`src/rtl/dcache_pkg.sv`:
```
// Shared types and helpers for the flushable data-cache storage block:
// flush sequencer states and the byte-lane merge used on partial writes.
package dcache_pkg;

    typedef enum logic [2:0] {
        S_IDLE,
        S_SCAN,
        S_READ,
        S_EMIT,
        S_DONE
    } flush_state_e;

    // Widest word the merge helper handles; callers zero-extend and truncate.
    localparam int MERGE_MAXBITS = 256;

    function automatic logic [MERGE_MAXBITS-1:0] byte_merge(
        input logic [MERGE_MAXBITS-1:0]   old_word,
        input logic [MERGE_MAXBITS-1:0]   new_word,
        input logic [MERGE_MAXBITS/8-1:0] byte_en
    );
        logic [MERGE_MAXBITS-1:0] merged;
        merged = old_word;
        for (int unsigned i = 0; i < MERGE_MAXBITS / 8; i++) begin
            if (byte_en[i]) begin
                merged[8*i +: 8] = new_word[8*i +: 8];
            end
        end
        return merged;
    endfunction

endpackage

```
`src/rtl/spram_be.sv`:
```
// Single-port byte-enable RAM. Read is combinational from the array, so the
// data seen in a write cycle is the pre-write word (read-first).
module spram_be
    import dcache_pkg::*;
#(
    parameter int DATABITS = 32,
    parameter int MEMSIZE  = 32,
    localparam int AW      = (MEMSIZE > 1) ? $clog2(MEMSIZE) : 1
) (
    input  logic                  clk,
    input  logic                  we,
    input  logic [DATABITS/8-1:0] be,
    input  logic [AW-1:0]         addr,
    input  logic [DATABITS-1:0]   wdata,
    output logic [DATABITS-1:0]   rdata
);

    logic [DATABITS-1:0] mem_q [MEMSIZE];

    // Storage is deliberately not reset so contents survive a block reset.
    always_ff @(posedge clk) begin
        if (we) begin
            mem_q[addr] <= DATABITS'(byte_merge(MERGE_MAXBITS'(mem_q[addr]),
                                                MERGE_MAXBITS'(wdata),
                                                (MERGE_MAXBITS/8)'(be)));
        end
    end

    assign rdata = mem_q[addr];

endmodule

```
`src/rtl/dcache_flushblock.sv`:
```
// Cache data store with per-word dirty tracking and a flush sequencer that
// walks the array and writes back dirty words over a valid/ready interface.
module dcache_flushblock
    import dcache_pkg::*;
#(
    parameter int DATABITS = 32,
    parameter int ADDRBITS = 5,
    parameter int MEMSIZE  = 2 ** ADDRBITS
) (
    input  logic                  clk,
    input  logic                  reset_n,
    input  logic [ADDRBITS-1:0]   addr,
    input  logic [DATABITS-1:0]   data_in,
    input  logic [DATABITS/8-1:0] byte_en,
    input  logic                  we,
    output logic [DATABITS-1:0]   data_out,
    input  logic                  flush_start,
    output logic                  flush_busy,
    output logic                  flush_done,
    output logic [ADDRBITS-1:0]   flush_addr,
    output logic [DATABITS-1:0]   flush_data,
    output logic                  flush_valid,
    input  logic                  flush_ready,
    output logic [ADDRBITS:0]     dirty_count
);

    localparam int NBYTES = DATABITS / 8;
    localparam int RAM_AW = (MEMSIZE > 1) ? $clog2(MEMSIZE) : 1;
    localparam logic [ADDRBITS-1:0] PTR_LAST = ADDRBITS'(MEMSIZE - 1);

    flush_state_e          state_q, state_d;
    logic [ADDRBITS-1:0]   ptr_q, ptr_d;
    logic [MEMSIZE-1:0]    dirty_q, dirty_d;
    logic [ADDRBITS:0]     dirty_count_q, dirty_count_d;
    logic [DATABITS-1:0]   data_out_q, data_out_d;
    logic [DATABITS-1:0]   flush_data_q, flush_data_d;

    logic                  busy;
    logic                  core_hit;
    logic                  core_wr;
    logic [RAM_AW-1:0]     ram_addr;
    logic                  ram_we;
    logic [NBYTES-1:0]     ram_be;
    logic [DATABITS-1:0]   ram_wdata;
    logic [DATABITS-1:0]   ram_rdata;

    spram_be #(
        .DATABITS (DATABITS),
        .MEMSIZE  (MEMSIZE)
    ) u_ram (
        .clk   (clk),
        .we    (ram_we),
        .be    (ram_be),
        .addr  (ram_addr),
        .wdata (ram_wdata),
        .rdata (ram_rdata)
    );

    always_comb begin
        state_d       = state_q;
        ptr_d         = ptr_q;
        dirty_d       = dirty_q;
        dirty_count_d = dirty_count_q;
        flush_data_d  = flush_data_q;
        flush_valid   = 1'b0;
        flush_done    = 1'b0;

        busy     = (state_q != S_IDLE);
        core_hit = int'(addr) < MEMSIZE;
        core_wr  = !busy && we && (|byte_en) && core_hit;

        // The single RAM port belongs to the sequencer whenever it is active.
        ram_addr  = RAM_AW'(busy ? ptr_q : addr);
        ram_we    = core_wr;
        ram_be    = byte_en;
        ram_wdata = data_in;

        data_out_d = busy ? data_out_q : (core_hit ? ram_rdata : '0);

        if (core_wr) begin
            dirty_d[addr] = 1'b1;
            if (!dirty_q[addr]) begin
                dirty_count_d = dirty_count_q + (ADDRBITS+1)'(1);
            end
        end

        case (state_q)
            S_IDLE: begin
                if (flush_start) begin
                    state_d = S_SCAN;
                    ptr_d   = '0;
                end
            end
            S_SCAN: begin
                if (dirty_q[ptr_q]) begin
                    state_d = S_READ;
                end else if (ptr_q == PTR_LAST) begin
                    state_d = S_DONE;
                end else begin
                    ptr_d = ptr_q + ADDRBITS'(1);
                end
            end
            S_READ: begin
                flush_data_d = ram_rdata;
                state_d      = S_EMIT;
            end
            S_EMIT: begin
                flush_valid = 1'b1;
                if (flush_ready) begin
                    dirty_d[ptr_q] = 1'b0;
                    dirty_count_d  = dirty_count_q - (ADDRBITS+1)'(1);
                    if (ptr_q == PTR_LAST) begin
                        state_d = S_DONE;
                    end else begin
                        state_d = S_SCAN;
                        ptr_d   = ptr_q + ADDRBITS'(1);
                    end
                end
            end
            S_DONE: begin
                flush_done = 1'b1;
                state_d    = S_IDLE;
            end
            default: state_d = S_IDLE;
        endcase
    end

    always_ff @(posedge clk or negedge reset_n) begin
        if (!reset_n) begin
            state_q       <= S_IDLE;
            ptr_q         <= '0;
            dirty_q       <= '0;
            dirty_count_q <= '0;
            data_out_q    <= '0;
            flush_data_q  <= '0;
        end else begin
            state_q       <= state_d;
            ptr_q         <= ptr_d;
            dirty_q       <= dirty_d;
            dirty_count_q <= dirty_count_d;
            data_out_q    <= data_out_d;
            flush_data_q  <= flush_data_d;
        end
    end

    assign flush_busy  = busy;
    assign flush_addr  = ptr_q;
    assign flush_data  = flush_data_q;
    assign data_out    = data_out_q;
    assign dirty_count = dirty_count_q;

endmodule

```
`config.mk`:
```
export PLATFORM = sky130hd
export DESIGN_NAME = dcache_flushblock
export DESIGN_NICKNAME = d
export VERILOG_FILES = /design/src/rtl/dcache_pkg.sv /design/src/rtl/spram_be.sv /design/src/rtl/dcache_flushblock.sv
export SDC_FILE = /design/constraint.sdc
export NUM_CORES = 1
export LEC_CHECK = 0
export ABC_CLOCK_PERIOD_IN_PS = 9800
export CORE_ASPECT_RATIO = 2
export CORE_MARGIN = 3
export CORE_UTILIZATION = 64
export DETAILED_ROUTE_END_ITERATION = 6
export PLACE_DENSITY = 0.86
export SLEW_MARGIN = 20
export SYNTH_ARGS = -nofsm -noshare
export SYNTH_HDL_FRONTEND = slang
export SYNTH_SLANG_ARGS = --single-unit
```
`constraint.sdc`:
```
create_clock -name clk -period 9.8 [get_ports clk]
set_input_delay 0.98 -clock clk [delete_from_list [all_inputs] [get_ports clk]]
set_output_delay 0.98 -clock clk [all_outputs]
set_load 0.03 [all_outputs]
```
==> results by stage <==
Critical path:
- The maximum fanout count along the critical path is ~130.
- Among cell families on the critical path, the largest total delay comes from simple AND/OR/NAND/NOR gates.
- Counting both buffers and inverters, the worst setup path holds a total of 3.
- At the worst endpoint, the arrival time is 6.14 ns.
- The critical register-to-register path endpoint is u_ram.mem_q[20][9].
- On the worst path, the slowest cell contributes a delay of ~0.9 ns.
- The startpoint class of the critical path is an input pin.
- The startpoint identified for the worst register-to-register timing path is state_q[1].
- The worst setup path is captured at a register.
- The worst setup path is of the input pin to register kind.
- The logic depth of the worst register-to-register path is 9.
- The required time at the endpoint of the critical path is ~10 ns.
- Walking the worst path, the cells encountered are clkdlybuf4s50_1, or4b_1, nand2_4, buf_12, buf_4, mux2i_1, o22ai_1, nor4_1, nand2_1, mux2_2.
- The beginning of the critical path is addr[1].
- The standard cell with the maximum stage delay on the critical path is clkdlybuf4s50_1.
- The slack of the worst reg-to-reg path is roughly 4.4 ns.

Placement:
- The placed cell area is 0.0475 mm2.
- Routability-driven placement finished with a final weighted congestion of approximately 0.9.
- After legalization and detailed placement, the total HPWL measured 76500 um.
- The number of buffer cells added on primary ports is ~120.

Timing:
- The final setup skew is between 0.015 and 0.02 ns.
- For the final routed database, the setup TNS stands at 0 ns.
- Setup violations remaining at the end of the flow were counted as 0.
- The routed design could run at a clock period as short as about 5.8 ns.
- The number of failing hold endpoints at the final stage is 0.
- The number of pins with negative max-slew slack in the final report came to 0.
- The top achievable clock speed is ~170 MHz.
- For the pin with the worst max-slew slack, the measured transition is about 1.3 ns.
- Setup repair after global routing left no endpoint under its margin.
- The worst slew margin relative to its limit is 0.156.
- The worst hold margin is roughly 0.38 ns.
- Dividing the final minimum period by the clock period gives 0.593.

Cells and area:
- The final cell area excluding filler cells is 0.0506 mm2.
- The final layout contains approximately 2900 nets.
- Relative to the synthesized area, the layout overhead comes to 12.7%.
- After filler insertion, the fill cell instance count of the layout stands at 3902.
- The proportion of layout cells with a drive suffix above 1 is 0.111.

Global routing:
- The maximum number of pins on one net before global-route repair is around 130.
- The via count of the first global-routing pass is 28600.
- The number of antenna violations at the first check in global routing is 1.
- The overall routing resource usage is 0.376.
- After global routing the overflow that remains totals 0.
- The first global-routing pass estimated just under 200000 um of wire.

Logic synthesis:
- For this run, the number of Yosys warnings is 0.
- A synthesized cell averages approximately 16 um2.
- For this run, the register share of the synthesized area comes to 0.746.
- The fraction of synthesized cell area taken by the top area cell type is 0.684.
- In the synthesized netlist the dominant register cell turns out to be edfxtp_1.
- Ranked by total cell area, the synthesized netlist is headed by edfxtp_1, mux2i_1, dfrtp_1.
- The async set-reset flop share out of synthesis is 0.0970.
- Counting flops with a built-in enable in the synthesized netlist gives approximately 1000.
- The number of nets handed over by synthesis was 2819.
- The count of state elements after synthesis is 1134.
- The synthesized area is between 0.04 and 0.05 mm2.
- The number of distinct library cell variants in the gate-level netlist after synthesis is between 70 and 80.
- The synthesized instance count is around 2800.
- The biggest area consumer among synthesized cells is edfxtp_1.

Outcome:
- The flow ran to the end, and the final reports show no timing, DRC or antenna violations.

Die:
- The placement row count is approximately 140.
- The placeable core region is 0.0691 mm2.
- From left edge to right edge, the die measures around 190 um.
- The die covers 0.0736 mm2.
- The starting utilization of the core area is 0.650.
- The number of top-level design ports is between 100 and 150.
- From bottom edge to top edge, the die measures 381 um.

Pwr:
- The worst-case IR drop observed on VDD is a little under 0.3 mV.
- Of the total power, the share spent switching nets is 0.360.
- Of the total power, combinational logic draws 0.353.
- The design internal power is 10400 uW.
- Of the total power, registers draw 0.414.
- Of the total power, the clock network draws 0.233.
- For this design the static power due to leakage is 0.0176 uW.
- Power spread over the standard cell area amounts to between 300 and 400 mW/mm2.
- The net switching power of the design is approximately 5800 uW.

Detailed routing:
- After detailed routing, the number of remaining DRC violations is 0.
- In this run, the number of DRC markers left after iteration 0 of detailed routing was between 4000 and 5000.
- The number of iterations in the first detailed-routing pass is 6.
- The routed layout has around 29000 vias.
- Once detail routing completed, the nets flagged for antenna violations numbered 0.
- The total detailed-routing wirelength is 141000 um.
- The routed length per placed instance is roughly 36 um.
- The detail-routed via count per cell is 7.41.

Clock network:
- Buffers inserted to repair hold after CTS numbered 0.
- The clock sink count is approximately 1100.
- The total number of H-tree levels is 3.
- The CTS buffer count is slightly below 90.
- The number of buffers inserted to repair setup after CTS is 0.
- No sink is reached through more buffers than the 3 on the longest clock path.
- TritonCTS built the clock tree.
- Clock-pin slew was measured on the worst setup and hold paths at 0.07 ns.
- The worst-skew pair later-pin latency is roughly 0.67 ns.
- The cell sitting at the root of the clock tree is a clkbuf_16.
- The number of gates resized after CTS was 0.

Hold path:
- The worst hold path class is input pin to async pin.

Job:
- The number of max-cap violations is 0.
power by group through the flow:
stage / logic (uW) / clock network, uW / registers [uW]
final: 5730 / 3780 / 6720
after global routing: 5970 / 3930 / 6740
after CTS: 5510 / 3760 / 6720
after detailed placement: 5440 / 0 / 6820
after global placement: 5200 / 0 / 6810
after floorplan: 3360 / 0 / 6990
through the flow:
stage / utilization / setup WS (ns) / std cells / total power [uW]
3_3_place_gp: 0.687 / 3.67 / 3701 / 12000
4_1_cts: 0.731 / 4.17 / 3867 / 16000
6_report: 0.733 / 3.99 / 3868 / 16200
2_1_floorplan: - / 5.35 / 2766 / 10400
5_1_grt: 0.733 / 3.77 / 3868 / 16600
3_5_place_dp: 0.687 / 3.55 / 3701 / 12300
cells in the final DEF (no fill, tap or decap), types with 16 or more instances in the layout:
cell	n
o22ai_1	199
nand2_1	123
nor2_1	113
edfxtp_1	1024
clkbuf_16	94
a31oi_1	41
buf_4	78
nor4_1	40
inv_1	27
nor2_4	29
clkdlybuf4s50_1	122
mux2_2	16
dfrtp_1	110
a21oi_1	128
o21ai_0	25
clkbuf_1	20
mux2i_1	452
nand3_1	18
layout make-up:
class	count	area [um2]	area share
diodes	1	2.50	0.0000494
flip-flops and latches	1134	33500	0.662
well taps	897	1120	0.0222
clock inverters	50	566	0.0112
repair buffers	203	1870	0.0369
clock buffers	116	2450	0.0485
multi-input cells	1439	11000	0.218
inverters	28	105	0.00208
flip-flops by register name (all words and copies together), names as in the netlist:
| signal | cells |
|---|---|
| state_q | 3 |
| flush_addr | 5 |
| flush_data | 32 |
| dirty_q | 32 |
| u_ram.mem_q | 1024 |
| dirty_count | 6 |
| data_out | 32 |
how the worst max path moves through the flow:
stage	end	slack, ns	cells past startpoint
2_1_floorplan	u_ram.mem_q[0][8]	5.35	11
3_3_place_gp	u_ram.mem_q[20][14]	3.67	10
3_5_place_dp	u_ram.mem_q[15][10]	3.55	9
4_1_cts	u_ram.mem_q[1][16]	4.17	10
5_1_grt	u_ram.mem_q[2][16]	3.77	10
6_report	u_ram.mem_q[1][16]	3.99	10
synthesized netlist by cell type, drive strengths merged (13+ instances only):
library cell  number
o22ai            199
inv               28
nor4              40
nor2             143
nand3             18
a21oi            130
a31oi             48
o21ai             25
nor3              13
nand2            124
or2               15
mux2              16
mux2i            471
nand2b            16
a211oi            15
buf               97
clkbuf            68
edfxtp          1024
dfrtp            110
metal layers:
metal	wire length [um]	track usage
met2	65700	0.590
met3	19300	0.0991
met4	14900	0.308
met1	41100	0.437
met5	0	0
logic make-up after synthesis:
logic type,Yosys count,share of synthesized area
muxes,493,0.113
DFF,1134,0.746
buffers and inverters,193,0.0199
AOI/OAI and AO/OA,499,0.0718
adders and majority gates,7,0.00195
xor gates and xnor gates,5,0.000975
and+or+nand+nor,435,0.0472
Power figures use the tool's default switching activity.
